## config.mk

```make
export PLATFORM = sky130hd
export DESIGN_NAME = prog_loader
export DESIGN_NICKNAME = d
export VERILOG_FILES = /design/src/rtl/mcpu_pkg.sv /design/src/rtl/prog_loader.sv
export SDC_FILE = /design/constraint.sdc
export NUM_CORES = 1
export LEC_CHECK = 0
export BUFFER_PORTS_ARGS = -buffer_cell sky130_fd_sc_hd__buf_2
export CAP_MARGIN = 25
export CORE_ASPECT_RATIO = 0.75
export CORE_MARGIN = 3
export CORE_UTILIZATION = 35
export CTS_CLUSTER_SIZE = 8
export DETAILED_ROUTE_END_ITERATION = 6
export GPL_TIMING_DRIVEN = 0
export HOLD_SLACK_MARGIN = 0.02
export SETUP_SLACK_MARGIN = 0.4
export SYNTH_ARGS = -nofsm -noshare
export SYNTH_HDL_FRONTEND = slang
export SYNTH_SLANG_ARGS = --single-unit
export TNS_END_PERCENT = 100
```

## constraint.sdc

```tcl
create_clock -name clk -period 1.7 [get_ports clk]
set_clock_uncertainty 0.05 [all_clocks]
set_input_delay 0.34 -clock clk [delete_from_list [all_inputs] [get_ports clk]]
set_output_delay 0.34 -clock clk [all_outputs]
set_load 0.03 [all_outputs]
```

## src/rtl/mcpu_pkg.sv

```systemverilog
// Shared MCPU definitions: word geometry, opcode encodings and the
// program-loader state set, used by the CPU, loader and assembler tasks.
package mcpu_pkg;

    localparam int WORD_SIZE    = 16;
    localparam int OPCODE_SIZE  = 4;
    localparam int OPERAND_SIZE = WORD_SIZE - OPCODE_SIZE;
    localparam int RAM_SIZE     = 256;
    localparam int ADDR_WIDTH   = $clog2(RAM_SIZE);

    localparam logic [OPCODE_SIZE-1:0] OP_NOP  = 4'h0;
    localparam logic [OPCODE_SIZE-1:0] OP_LDI  = 4'h1;
    localparam logic [OPCODE_SIZE-1:0] OP_LD   = 4'h2;
    localparam logic [OPCODE_SIZE-1:0] OP_ST   = 4'h3;
    localparam logic [OPCODE_SIZE-1:0] OP_ADD  = 4'h4;
    localparam logic [OPCODE_SIZE-1:0] OP_SUB  = 4'h5;
    localparam logic [OPCODE_SIZE-1:0] OP_JMP  = 4'h6;
    localparam logic [OPCODE_SIZE-1:0] OP_BNZ  = 4'h7;
    localparam logic [OPCODE_SIZE-1:0] OP_HALT = 4'hF;

    typedef enum logic [2:0] {
        IDLE,
        CLEAR,
        LOAD,
        FLUSH,
        RUN,
        ERR
    } loader_state_t;

    function automatic logic [WORD_SIZE-1:0] make_instr(
        input logic [OPCODE_SIZE-1:0]  op,
        input logic [OPERAND_SIZE-1:0] operand
    );
        return {op, operand};
    endfunction

endpackage

```

## src/rtl/prog_loader.sv

```systemverilog
// Boot-time program loader: holds the MCPU in reset, optionally zero-fills
// RAM, streams an instruction image into RAM from address 0, then releases the CPU.
module prog_loader
    import mcpu_pkg::*;
#(
    parameter int WORD_SIZE  = mcpu_pkg::WORD_SIZE,
    parameter int RAM_SIZE   = mcpu_pkg::RAM_SIZE,
    parameter int ADDR_WIDTH = mcpu_pkg::ADDR_WIDTH,
    parameter int CLEAR_MEM  = 1
) (
    input  logic                  clk,
    input  logic                  reset,
    input  logic                  start,
    input  logic                  in_valid,
    input  logic [WORD_SIZE-1:0]  in_data,
    input  logic                  in_last,
    output logic                  in_ready,
    output logic                  ram_we,
    output logic [ADDR_WIDTH-1:0] ram_addr,
    output logic [WORD_SIZE-1:0]  ram_wdata,
    output logic                  cpu_reset,
    output logic                  done,
    output logic                  error,
    output logic [ADDR_WIDTH:0]   words_loaded
);

    localparam logic [ADDR_WIDTH-1:0] LAST_ADDR   = ADDR_WIDTH'(RAM_SIZE - 1);
    localparam logic [ADDR_WIDTH:0]   FULL_COUNT  = (ADDR_WIDTH+1)'(RAM_SIZE);
    localparam loader_state_t         FIRST_PHASE = (CLEAR_MEM != 0) ? CLEAR : LOAD;

    loader_state_t          state, nxt_state;
    logic [ADDR_WIDTH-1:0]  cnt, nxt_cnt;
    logic [ADDR_WIDTH:0]    nxt_words_loaded;
    logic                   nxt_ram_we;
    logic [ADDR_WIDTH-1:0]  nxt_ram_addr;
    logic [WORD_SIZE-1:0]   nxt_ram_wdata;
    logic                   nxt_cpu_reset;
    logic                   nxt_done;
    logic                   nxt_error;
    logic                   accept;
    logic                   full;
    logic                   restart;

    assign in_ready = (state == LOAD);
    assign accept   = in_valid && in_ready;
    assign full     = (words_loaded == FULL_COUNT);
    assign restart  = start && (state == IDLE || state == RUN || state == ERR);

    always_ff @(posedge clk) begin
        if (reset) begin
            state <= IDLE;
        end else begin
            state <= nxt_state;
        end
    end

    always_comb begin
        nxt_state = state;
        case (state)
            IDLE:     if (start) nxt_state = FIRST_PHASE;
            CLEAR:    if (cnt == LAST_ADDR) nxt_state = LOAD;
            LOAD: begin
                if (accept) begin
                    if (full) begin
                        nxt_state = ERR;
                    end else if (in_last) begin
                        nxt_state = FLUSH;
                    end
                end
            end
            FLUSH:    nxt_state = RUN;
            RUN, ERR: if (start) nxt_state = FIRST_PHASE;
            default:  nxt_state = IDLE;
        endcase
    end

    always_comb begin
        nxt_cnt          = cnt;
        nxt_words_loaded = words_loaded;
        nxt_ram_we       = 1'b0;
        nxt_ram_addr     = ram_addr;
        nxt_ram_wdata    = ram_wdata;
        nxt_cpu_reset    = cpu_reset;
        nxt_done         = done;
        nxt_error        = error;

        if (restart) begin
            nxt_cnt          = '0;
            nxt_words_loaded = '0;
            nxt_cpu_reset    = 1'b1;
            nxt_done         = 1'b0;
            nxt_error        = 1'b0;
        end

        case (state)
            CLEAR: begin
                nxt_ram_we    = 1'b1;
                nxt_ram_addr  = cnt;
                nxt_ram_wdata = '0;
                nxt_cnt       = (cnt == LAST_ADDR) ? '0 : cnt + 1'b1;
            end
            LOAD: begin
                // Overflow is caught before the write, so no address past the top is ever driven.
                if (accept && full) begin
                    nxt_error = 1'b1;
                end else if (accept) begin
                    nxt_ram_we       = 1'b1;
                    nxt_ram_addr     = words_loaded[ADDR_WIDTH-1:0];
                    nxt_ram_wdata    = in_data;
                    nxt_words_loaded = words_loaded + 1'b1;
                end
            end
            FLUSH: begin
                nxt_done      = 1'b1;
                nxt_cpu_reset = 1'b0;
            end
            default: ;
        endcase
    end

    always_ff @(posedge clk) begin
        if (reset) begin
            cnt          <= '0;
            words_loaded <= '0;
            ram_we       <= 1'b0;
            ram_addr     <= '0;
            ram_wdata    <= '0;
            cpu_reset    <= 1'b1;
            done         <= 1'b0;
            error        <= 1'b0;
        end else begin
            cnt          <= nxt_cnt;
            words_loaded <= nxt_words_loaded;
            ram_we       <= nxt_ram_we;
            ram_addr     <= nxt_ram_addr;
            ram_wdata    <= nxt_ram_wdata;
            cpu_reset    <= nxt_cpu_reset;
            done         <= nxt_done;
            error        <= nxt_error;
        end
    end

endmodule
```

==> results.txt <==
period utilization: 1.09
startpoint types: flop
Die X: 95.4 µm
sequential area share after synthesis: 0.458
CTS sink cnt: 48
Residual DRC: 0
WS Path Type: flop to flop
Avg Inst Size Synth: 9.63 µm²
total grt overflow: 0
initial DRC count: 218
P_sw: 0.00218 W
DRT Wirelength: 7730 µm
Pint: 0.00344 W
finished layout cell area: 3730 µm²
Clk pwr share: 0.161
layout cells sized above 1: 0.606
Flop pwr share: 0.280
Fin. Hold Viols: 0
Setup crit end kind: flop
wire length per cell: 19.3 µm
Pre-antenna DRT Iters: 4
critical path arrival: 1.97 ns
unrepaired setup endpoints after global routing: true
failing checks: setup timing
post-synth cell types: 47
Slew headroom: 0.530
Final Slew Violations: 0
final-stage net count: 348
CTS Hold Bufs: 0
DP HPWL: 4130 µm
Clock Latency Late Sink: 0.31 ns
first-pass GRT wire length: 11600 µm
Area Growth Syn to Fin: 77.6%
clock-pin slew on the worst setup and hold paths: 0.09 ns
All-Layer GR Usage: 0.224
Final WS setup: -0.157 ns
# setup viols final: 30
Logic pwr share: 0.560
CTS root buffer: clkbuf_8
Switching Fraction: 0.388
Clock Path Buffers: 2
maxcap violations: 0
fillers: 416
Starting Density: 0.378
asr flop ratio synth: 0
status: finished with violations
Seq. cell area: 1010 µm²
multi-input combinational cell area: 1520 µm²
IO Port Bufs: 58
Hold Crit Depth: 2
Die Span Y: 73.1 µm
CORE AREA: 5550 µm²
CTS H-tree depth: 2
dpl cell area: 2580 µm²
total CTS buffers: 5
largest net degree at the start of global routing: 15
die area: 6970 µm²
Worst Reg2Reg Path Length in Cells: 6
Synth Cell Area: 2100 µm²
P_leak: 1.48 nW
post-layout min period: 1.86 ns
total number of vias: 2246
register bit total from synthesis: 48
Min-Delay Path Class: input pin to flop
pwr dens: 1510 nW/µm²
most used flip-flop cell after synthesis: dfxtp_1
initial antenna violation count: 0
worst-path maximum fanout: 5
yosys warns: 0
via/cell ratio: 5.62
Syn Nets: 242
I/O pins: 59
Antenna Cells: 0
total negative slack: -3.19 ns
Rows: 23
remaining antenna violation count: 0
fmax: 539 MHz
Worst Path Required: 1.81 ns
Peak VDD IR: 0.645 mV
vias in the first global route: 2090
CTS tree: built
routability cong.: 0.804
synthesized instance count: 218
Worst Max-Slew Pin Slew: 0.705 ns
EDFF count, synth: 0
[layout make-up]
cell class                 instances  area share
clock buffer                       7      0.0258
clock inverter                     1     0.00806
inverter                           4     0.00403
buffer                            11      0.0379
timing repair buffer              98       0.221
multi-input combinational        156       0.407
sequential                        48       0.272
tap                               75      0.0252
[final timing paths]
check	start	to	slack, ns
worst min-delay path	in_data[13]	ram_wdata[13]$_SDFFE_PP0P_	0.19
worst min register to register	ram_wdata[1]$_SDFFE_PP0P_	ram_wdata[1]$_SDFFE_PP0P_	0.43
worst max register to register	words_loaded[3]$_SDFF_PP0_	ram_addr[0]$_SDFFE_PP0P_	-0.16
worst max-delay path	words_loaded[3]$_SDFF_PP0_	ram_addr[0]$_SDFFE_PP0P_	-0.16
[critical path, cell delays in order (launching register included)]
cell      delay (ns)
dfxtp_4         0.35
or4_4           0.58
o21a_4          0.25
buf_12          0.13
buf_12          0.14
nor3_4          0.13
a211oi_2        0.07
[state kept, by name, indices dropped and copies added, names as in the netlist]
register	flops
cnt	8
cpu_reset	1
error	1
ram_addr	8
done	1
state	3
words_loaded	9
ram_wdata	16
ram_we	1
[kinds of logic after synthesis]
group,synth area share
buf+inv,0.0334
compound gates,0.227
mux,0.0543
fa+ha+maj,0.0179
flops,0.458
simple gates,0.184
xor+xnor,0.0250
[metrics by stage]
stage	total power (W)	hold slack [ns]	utilization	cells	worst slack (ns)
after CTS	0.00520	0.188	0.634	393	-0.130
final	0.00562	0.195	0.671	400	-0.157
after global routing	0.00586	0.184	0.671	400	-0.192
after global placement	0.00314	0.382	0.464	351	-0.229
after floorplan	0.00272	0.423	-	218	-0.0601
after detailed placement	0.00315	0.399	0.464	351	-0.244
[cell usage in the layout, fill, tap and decap left out, types with 6 or more instances in the layout]
cell type  instances
clkbuf_8           9
buf_6             26
nor2_1             9
nor3_4            10
buf_4             25
dfxtp_4           11
mux2i_1            8
nand2_1           11
a22o_1            16
a21oi_1           10
dfxtp_2            9
a211oi_2           8
o21ai_4            6
buf_2             39
dfxtp_1           28
[what timing repair did]
item | 4_1_cts | 5_1_grt
setup buffers | 30 | 7
resized for setup | 108 | 50
pin swaps | 35 | 22
endpoints found under the setup margin | 56 | 65
gates cloned | 4 | 0
[synth_stat cells, types with 4 or more instances]
master	count	area, µm²
a211oi_1	8	60.1
a21oi_1	13	65.1
a22o_1	16	140
clkbuf_1	7	26.3
dfxtp_1	48	961
inv_1	4	15.0
mux2i_1	8	80.1
nand2_1	11	41.3
nand3_1	5	25.0
nor2_1	13	48.8
nor3_1	10	50.1
o211ai_1	4	30.0
o21ai_0	13	65.1
or3_1	6	37.5
xnor2_1	5	43.8
[routing by layer]
metal,vias to the layer above,GRT usage,share of wire
met5,-,0,0
met4,0,0.0584,0.0097
met3,13,0.0546,0.063
met2,96,0.343,0.47
met1,1099,0.317,0.45
li1,1038,-,-
[power groups by stage]
stage               clock network [W]  logic (W)  registers [W]
floorplan                           0   0.000929        0.00179
global placement                    0    0.00163        0.00150
detailed placement                  0    0.00164        0.00151
CTS                          0.000922    0.00275        0.00153
global route                 0.000976    0.00330        0.00159
finish                       0.000901    0.00314        0.00157
Note: power is estimated with default switching activity, not from simulation.
